`src/rtl/sound_sequencer.sv`:
```
// sound_sequencer: plays short melodies for the taximeter on the audio divider.
// Four requesters are served by fixed priority (bit 0 highest). Notes come
// from an internal melody ROM: each note drives a 32-bit division factor and
// gates the speaker with tone_en.
// Optional feature macro: SOUND_PREEMPT_EN. When it is defined, a pending
// request of higher priority aborts the melody that is playing.
// Reset: rst_n is asynchronous and active-high. The name is kept so it
// matches the rest of the codebase.

module sound_sequencer #(
  parameter int TICK_CYC = 50000,
  parameter int GAP_CYC  = 1000
) (
  input  logic        clk,
  input  logic        rst_n,
  input  logic [3:0]  req,
  output logic [31:0] div_n,
  output logic        tone_en,
  output logic        busy,
  output logic [3:0]  grant,
  output logic        done
);

  localparam logic [19:0] TICK_W = 20'(TICK_CYC);
  localparam logic [19:0] GAP_W  = 20'(GAP_CYC);
  localparam logic [3:0]  CODE_END  = 4'hF;
  localparam logic [3:0]  CODE_REST = 4'h0;

  typedef enum logic [2:0] {
    ST_IDLE  = 3'd0,
    ST_FETCH = 3'd1,
    ST_PLAY  = 3'd2,
    ST_REST  = 3'd3,
    ST_GAP   = 3'd4,
    ST_DONE  = 3'd5
  } state_t;

  state_t      state_r;
  logic [3:0]  pend_r;
  logic [1:0]  gsel_r;
  logic [2:0]  idx_r;
  logic [19:0] cnt_r;
  logic [31:0] div_n_r;
  logic        tone_en_r;
  logic        busy_r;
  logic [3:0]  grant_r;
  logic        done_r;

  logic [7:0]  rom_s;
  logic [3:0]  code_s;
  logic [3:0]  dur_s;
  logic [19:0] dur_cyc_s;
  logic [3:0]  clr_s;
  logic        hi_s;
  logic        abort_s;

  // Melody ROM: entry = {code, dur}; code F ends the melody.
  function automatic logic [7:0] rom_f(input logic [1:0] mel, input logic [2:0] idx);
    logic [7:0] e;
    case ({mel, idx})
      5'b00_000: e = 8'h72;
      5'b00_001: e = 8'h02;
      5'b00_010: e = 8'h72;
      5'b00_011: e = 8'h02;
      5'b00_100: e = 8'hF0;
      5'b01_000: e = 8'h51;
      5'b01_001: e = 8'hF0;
      5'b10_000: e = 8'h12;
      5'b10_001: e = 8'h32;
      5'b10_010: e = 8'h52;
      5'b10_011: e = 8'hF0;
      5'b11_000: e = 8'h52;
      5'b11_001: e = 8'h32;
      5'b11_010: e = 8'h12;
      5'b11_011: e = 8'hF0;
      default:   e = 8'hF0;
    endcase
    return e;
  endfunction

  // Note code to divider factor (C5..B5 with a 1 MHz reference).
  function automatic logic [31:0] note_div_f(input logic [3:0] code);
    logic [31:0] d;
    case (code)
      4'd1:    d = 32'd1912;
      4'd2:    d = 32'd1703;
      4'd3:    d = 32'd1517;
      4'd4:    d = 32'd1433;
      4'd5:    d = 32'd1276;
      4'd6:    d = 32'd1136;
      4'd7:    d = 32'd1012;
      default: d = 32'd2;
    endcase
    return d;
  endfunction

  // Fixed priority: the lowest set index wins.
  function automatic logic [1:0] prio_f(input logic [3:0] p);
    logic [1:0] s;
    if (p[0])      s = 2'd0;
    else if (p[1]) s = 2'd1;
    else if (p[2]) s = 2'd2;
    else           s = 2'd3;
    return s;
  endfunction

  assign div_n   = div_n_r;
  assign tone_en = tone_en_r;
  assign busy    = busy_r;
  assign grant   = grant_r;
  assign done    = done_r;

  // Decode the ROM entry addressed by the granted melody and note index.
  always_comb begin
    rom_s     = rom_f(gsel_r, idx_r);
    code_s    = rom_s[7:4];
    dur_s     = rom_s[3:0];
    dur_cyc_s = 20'(dur_s) * TICK_W;
  end

  // Pending-bit clear mask on completion and the higher-priority abort decision.
  always_comb begin
    if (state_r == ST_DONE) begin
      clr_s = grant_r;
    end else begin
      clr_s = 4'd0;
    end
`ifdef SOUND_PREEMPT_EN
    hi_s = ((pend_r & (grant_r - 4'd1)) != 4'd0);
`else
    hi_s = 1'b0;
`endif
    if ((state_r == ST_FETCH) || (state_r == ST_PLAY) ||
        (state_r == ST_REST)  || (state_r == ST_GAP)) begin
      abort_s = hi_s;
    end else begin
      abort_s = 1'b0;
    end
  end

  // Request capture, arbitration and note sequencing with registered outputs.
  always_ff @(posedge clk or posedge rst_n) begin
    if (rst_n) begin
      state_r   <= ST_IDLE;
      pend_r    <= 4'd0;
      gsel_r    <= 2'd0;
      idx_r     <= 3'd0;
      cnt_r     <= 20'd0;
      div_n_r   <= 32'd2;
      tone_en_r <= 1'b0;
      busy_r    <= 1'b0;
      grant_r   <= 4'd0;
      done_r    <= 1'b0;
    end else begin
      // A new request on the clearing cycle keeps its bit set.
      pend_r <= (pend_r & ~clr_s) | req;
      done_r <= 1'b0;
      if (abort_s) begin
        // The aborted melody keeps its pend bit and restarts later from idx 0.
        state_r   <= ST_IDLE;
        tone_en_r <= 1'b0;
        busy_r    <= 1'b0;
        grant_r   <= 4'd0;
        cnt_r     <= 20'd0;
      end else begin
        case (state_r)
          ST_IDLE: begin
            if (pend_r != 4'd0) begin
              gsel_r  <= prio_f(pend_r);
              grant_r <= 4'd1 << prio_f(pend_r);
              idx_r   <= 3'd0;
              busy_r  <= 1'b1;
              state_r <= ST_FETCH;
            end
          end
          ST_FETCH: begin
            if (code_s == CODE_END) begin
              done_r  <= 1'b1;
              state_r <= ST_DONE;
            end else if (code_s == CODE_REST) begin
              cnt_r   <= dur_cyc_s;
              state_r <= ST_REST;
            end else begin
              div_n_r   <= note_div_f(code_s);
              tone_en_r <= 1'b1;
              cnt_r     <= dur_cyc_s;
              state_r   <= ST_PLAY;
            end
          end
          ST_PLAY, ST_REST: begin
            if (cnt_r <= 20'd1) begin
              tone_en_r <= 1'b0;
              cnt_r     <= GAP_W;
              state_r   <= ST_GAP;
            end else begin
              cnt_r <= cnt_r - 20'd1;
            end
          end
          ST_GAP: begin
            if (cnt_r <= 20'd1) begin
              idx_r   <= idx_r + 3'd1;
              cnt_r   <= 20'd0;
              state_r <= ST_FETCH;
            end else begin
              cnt_r <= cnt_r - 20'd1;
            end
          end
          ST_DONE: begin
            grant_r <= 4'd0;
            busy_r  <= 1'b0;
            state_r <= ST_IDLE;
          end
          default: begin
            state_r   <= ST_IDLE;
            tone_en_r <= 1'b0;
            busy_r    <= 1'b0;
            grant_r   <= 4'd0;
            cnt_r     <= 20'd0;
          end
        endcase
      end
    end
  end

endmodule

```
`config.mk`:
```
export PLATFORM = sky130hd
export DESIGN_NAME = sound_sequencer
export DESIGN_NICKNAME = d
export VERILOG_FILES = /design/src/rtl/sound_sequencer.sv
export SDC_FILE = /design/constraint.sdc
export NUM_CORES = 1
export LEC_CHECK = 0
export CORE_MARGIN = 5
export CORE_UTILIZATION = 40
export CTS_CLUSTER_DIAMETER = 200
export CTS_CLUSTER_SIZE = 20
export DETAILED_ROUTE_END_ITERATION = 10
export GPL_TIMING_DRIVEN = 0
export HOLD_SLACK_MARGIN = 0.06
export MAX_ROUTING_LAYER = met4
export PLACE_DENSITY = 0.6
export SYNTH_ARGS = -nofsm -noshare
export SYNTH_HDL_FRONTEND = slang
export SYNTH_SLANG_ARGS = --single-unit
```
`constraint.sdc`:
```
create_clock -name clk -period 4.5 [get_ports clk]
set_clock_uncertainty 0.2 [all_clocks]
set_input_delay 0.9 -clock clk [delete_from_list [all_inputs] [get_ports clk]]
set_output_delay 0.9 -clock clk [all_outputs]
set_load 0.05 [all_outputs]
```
# Word level (Yosys, flattened, before mapping)
# Memory sizes are Yosys's and may differ from the RTL's.
# Cells that the tools add are included.
[totals]
elab_cells = 87
input_bits = 6
rom_bits = 192
regBits = 71
mem_count = 1
output_inout_bits = 39
[mem_list]
columns = ["memory", "words", "word_bits", "read_ports", "rd_ports_with_merged_regs", "write_ports", "line_no", "text"]
rows = [
  ["(name not given)", 32, 6, 1, 0, 0, "60", "case ({mel, idx})"],
]
[op_classes]
bitwise_logic = 8
n_addsub = 2
n_mux = 30
n_mul = 1
magnitude_cmp = 1
shift = 1
eq_ne = 18
reduce_logical = 15
[op_table]
columns = ["cell", "n"]
rows = [
  ["one-hot mux 20 bit (4 select lines)", 1],
  ["one-hot mux 11 bit (7 select lines)", 1],
  ["two-way mux 20 bit", 3],
  ["<= comparator 20 x 1 -> 1 bit (second input constant)", 1],
  ["subtractor 20 x 1 -> 20 bit (second input constant)", 1],
  ["two-way mux 3 bit", 6],
  ["== test 4 x 3 -> 1 bit (second input constant)", 4],
  ["multiplier 4 x 12 -> 16 bit (second input constant)", 1],
  ["one-hot mux 3 bit (4 select lines)", 1],
  ["AND reduction 3 bit", 3],
  ["== test 4 x 2 -> 1 bit (second input constant)", 2],
  ["two-way mux 1 bit", 8],
  ["two-way mux 2 bit", 4],
  ["two-way mux 4 bit", 2],
  ["!= test 2 bit (second input constant)", 4],
  ["one-hot mux 4 bit (2 select lines)", 1],
  ["== test 3 x 2 -> 1 bit (second input constant)", 2],
  ["== test 3 bit (second input constant)", 2],
  ["one-hot mux 3 bit (2 select lines)", 1],
  ["AND reduction 2 bit", 3],
  ["inverter 1 bit", 5],
  ["bitwise AND 4 bit", 1],
  ["== test 4 x 1 -> 1 bit (second input constant)", 1],
  ["== test 4 bit (second input constant)", 1],
  ["other kinds (16)", 17],
]

# Depth between registers and ports, before layout
[logic_depth]
depth_word = 8
depth_mapped = 10
mapped_depth_nobuf = 9

# Least setup slack after synthesis
# OpenSTA, ideal clock, no wires.
[synth_timing]
kind = "reg2reg"
start = "register idx_r[0]"
end = "register cnt_r[12]"
path_stages_with_launch = 10
path_slack_ns = 2.295
n_path_buf = 2
synth_period_minus_slack_ns = 2.205
arrival_ns = 1.895
required_ns = 4.190
setup_time_ns = 0.110
cell_sequence = "dfrtp_1 > inv_1 > ha_1 > a211oi_1 > a2bb2oi_1 > a22o_1 > buf_2 > buf_2 > o21ai_1 > o41ai_1"
[synth_between]
elab_chain_len = 4
word_cells_on_any_way = 7
classes_between = "mul (1); eq/ne (2); mux (2); reduce/logical (1); memory (1)"
[synth_lines]
columns = ["item", "line_no", "text"]
rows = [
  ["start: declaration", "41", "logic [2:0] idx_r;"],
  ["start signal: assignment", "201", "idx_r <= idx_r + 3'd1;"],
  ["memory (32 x 6 bit) (*)", "--", ""],
  ["multiplier 4 x 12 -> 16 bit / == test 4 bit (equally long branches)", "118, 177", ""],
  ["two-way mux 20 bit / != test 2 bit (equally long branches)", "--", ""],
  ["one-hot mux 20 bit (4 select lines) / AND reduction 2 bit (equally long branches)", "--", ""],
  ["end signal: assignment", "181", "cnt_r <= dur_cyc_s;"],
  ["end signal: assignment", "186", "cnt_r <= dur_cyc_s;"],
  ["end signal: assignment", "196", "cnt_r <= cnt_r - 20'd1;"],
  ["end: declaration", "42", "logic [19:0] cnt_r;"],
]
# Every way passes the cells marked *; elsewhere a longest branch is shown, timed or not. The select of a mux whose other input is x is not followed.
# A chain may end at the register's enable or synchronous reset.

# Final worst setup path
[layout_timing]
start = "register div_n_r[1] (netlist: div_n[1])"
end = "output div_n[1]"
[layout_rtl]
columns = ["item", "line_no", "text"]
rows = [
  ["start: declaration", "43", "logic [31:0] div_n_r;"],
  ["start signal: assignment", "184", "div_n_r <= note_div_f(code_s);"],
  ["end: declaration", "17", "output logic [31:0] div_n,"],
]
# No word-level cell between the ends.

==> impl_metrics.py <==
metrics = {
    "status": {
        "status": "finished, final reports clean",
    },
    "timing": {
        "rsz0062_at_grt": "no",
        "fin_crit_sh": 0.608,
        "slew_viol_final": 0,
        "max_slew_margin": 0.463,
        "period_minus_slack_ns": 2.74,
        "finalHoldViolCount": 0,
        "fmaxAchievable_mhz": 365,
        "tightest_slew_ns": 0.799,
        "finalSetupViolCount": 0,
        "tns_ns": 0,
    },
    "clock_tree": {
        "holdBufCountCts": 0,
        "clk_pin_slew_ns": 0.09,
        "tritoncts": "built",
        "cts_resized": 0,
        "numCtsBuffers": 5,
        "clkSinkCount": 50,
        "cts_root_buffer": "clkbuf_8",
        "cts_buffer_depth": 2,
        "cts_max_level": 2,
        "cts_setup_buffers": 0,
        "clock_latency_ns": 0.31,
    },
    "grt": {
        "grt_pass1_vias": 2253,
        "track_usage": 0.154,
        "grt_max_degree": 40,
        "grt.overflow.total": 0,
        "grt_pass1_wl_um": 10800,
        "antenna_found_initial": 0,
    },
    "worst_setup_path": {
        "startpoint_type": "register",
        "slowest_stage": "clkdlybuf4s50_1",
        "critPathTopFamily": "buffers and inverters",
        "reg2reg_depth": 9,
        "crit_cells": 1,
        "r2r_slack_ns": 1.82,
        "crit_required_ns": 3.40,
        "crit_fanout": 2,
        "max_stage_delay_ns": 0.79,
        "r2r_start": "idx_r[0]",
        "path_class": "reg -> out",
        "end_kind": "output port",
        "r2r-end": "cnt_r[12]",
        "crit_arrival_ns": 1.64,
        "cp.buffers_inverters": 1,
        "crit_chain": "clkdlybuf4s50_1",
    },
    "placed_design": {
        "hpwl_um": 4760,
        "placed_area_sq_um": 3360,
        "gp_congestion": 0.813,
        "io_buffer_count": 23,
    },
    "job": {
        "cap_violations": 0,
    },
    "die": {
        "die_h_um": 95.4,
        "start_util": 0.406,
        "coreArea_sq_um": 7180,
        "fp.dieArea_sq_um": 9100,
        "rows": 31,
        "ios": 45,
        "fp.dieW_um": 95.4,
    },
    "routing": {
        "vias": 2400,
        "drtIter0Drc": 92,
        "drtAntennaViolNets": 0,
        "drc_errors": 0,
        "wl_per_cell_um": 13.0,
        "dr.pass1.iters": 4,
        "finalWirelength_um": 6350,
        "viasPerCell": 4.92,
    },
    "pwr": {
        "power.internal_mw": 1.06,
        "vdd_drop_max_mv": 0.258,
        "power_frac_comb": 0.503,
        "power_density_nw_per_um2": 570,
        "p_leak_nw": 1.55,
        "switchingPower_uw": 906,
        "seqPwrFrac": 0.365,
        "clockPowerShare": 0.132,
        "switching_share": 0.461,
    },
    "yosys": {
        "async_reset_ff_frac": 1.00,
        "synth_most_common_cell": "dfrtp_1",
        "ys_ff_latch": 50,
        "syn_area_sq_um": 2920,
        "yosysSeqAreaShare": 0.430,
        "yosys-top-cells-area": "dfrtp_1 (42%), buf_4 (5.7%), nand2_1 (4.8%)",
        "yosysTopAreaCell": "dfrtp_1",
        "synth_commonest_cells": "dfrtp_1 (49), nand2_1 (37), nor2_1 (33), o21ai_1 (25)",
        "yosys_warnings": 0,
        "synth_cells": 337,
        "synth-edff-count": 0,
        "synthFlopType": "dfrtp_1",
        "synth_top_area_frac": 0.421,
        "avgSynthCellArea_sq_um": 8.65,
        "synth_cell_types": 57,
    },
    "finish": {
        "final_cell_area_sq_um": 3450,
        "fillers": 704,
        "multi_input_area_sq_um": 1450,
        "nNetsFinal": 402,
        "drive_above_1_share": 0.134,
        "n_antenna_cell": 0,
        "syn2layout_area_growth_pct": 18.4,
        "seqCellArea_sq_um": 1250,
    },
    "min_path": {
        "hold_path_class": "reg -> reg",
        "min_path_cells": 1,
        "holdCritStartpoint": "cnt_r[18]",
        "min_to": "cnt_r[18]",
    },
}
[metal layers]
metal,vias up,wire [um],GRT usage
met4,0,64,0.0391
met3,8,207,0.0260
li1,1237,-,-
met1,1115,3100,0.210
met2,40,2980,0.238
met5,-,0,-
[placed cells by master, fill, tap and decap left out, types with 2 or more instances in the layout]
cell / n
clkdlybuf4s50_1: 23
nor2_1: 33
a22o_1: 5
nor2b_1: 4
conb_1: 21
a21oi_1: 22
and2_1: 5
nand2_1: 37
dfrtp_1: 49
o31ai_1: 2
o21bai_1: 2
a22oi_1: 3
nor3b_1: 2
and3_2: 2
clkbuf_8: 5
buf_4: 22
buf_2: 5
o41ai_1: 2
o21ai_0: 15
or2_2: 4
xnor2_1: 2
o22ai_1: 2
nor3_1: 6
nand2b_1: 4
a21o_1: 6
nor4_1: 3
nand3_1: 13
clkbuf_1: 6
clkinvlp_4: 2
inv_1: 19
ha_1: 8
o21ai_1: 25
[metrics by stage]
stage | hold WS [ns] | util | instances | worst slack [ns] | power, mW
2_1_floorplan | 0.231 | - | 357 | 2.20 | 1.46
3_3_place_gp | 0.253 | 0.466 | 479 | 1.13 | 1.70
3_5_place_dp | 0.255 | 0.469 | 480 | 1.84 | 1.72
4_1_cts | 0.269 | 0.481 | 488 | 1.75 | 1.98
5_1_grt | 0.316 | 0.481 | 488 | 1.58 | 2.13
6_report | 0.263 | 0.481 | 488 | 1.76 | 1.97
[how the worst max path moves through the flow]
stage,start,endpoint,slack [ns]
3_3_place_gp,rst_n,grant[0],1.13
3_5_place_dp,idx_r[0],cnt_r[12],1.84
5_1_grt,idx_r[0],cnt_r[12],1.58
6_report,div_n[1],div_n[1],1.76
2_1_floorplan,rst_n,busy,2.20
4_1_cts,div_n[1],div_n[1],1.75
[final cells by class]
class,count,area share
repair buffers,24,0.0725
inverters,20,0.0217
clock inverters,2,0.00435
multi-input cells,255,0.421
well taps,99,0.0359
plain buffers,32,0.0605
clock buffers,6,0.0210
flip-flops and latches,50,0.363
[sequential cells by signal (all words and copies together) (netlist names)]
register / flops
done: 1
div_n: 11
idx_r: 3
grant: 4
tone_en: 1
cnt_r: 20
gsel_r: 2
pend_r: 4
state_r: 3
busy: 1
[kinds of logic (layout without fill, tap and decap cells)]
family | Yosys count | count (layout) | share of synthesized area
simple gates | 123 | 123 | 0.214
compound gates | 99 | 99 | 0.211
buf+inv | 52 | 84 | 0.0974
flops | 50 | 50 | 0.430
fa+ha+maj | 8 | 8 | 0.0343
xor+xnor | 3 | 3 | 0.00901
other cells | 1 | 21 | 0.00129
mux | 1 | 1 | 0.00386
[power by group through the flow]
| stage | combinational (mW) | sequential [mW] | clock [mW] |
|---|---|---|---|
| floorplan | 0.583 | 0.879 | 0 |
| global placement | 0.981 | 0.723 | 0 |
| detailed placement | 0.991 | 0.728 | 0 |
| CTS | 0.995 | 0.719 | 0.271 |
| global route | 1.10 | 0.744 | 0.293 |
| finish | 0.989 | 0.718 | 0.259 |
No activity file was read; power rests on OpenSTA's default activity.
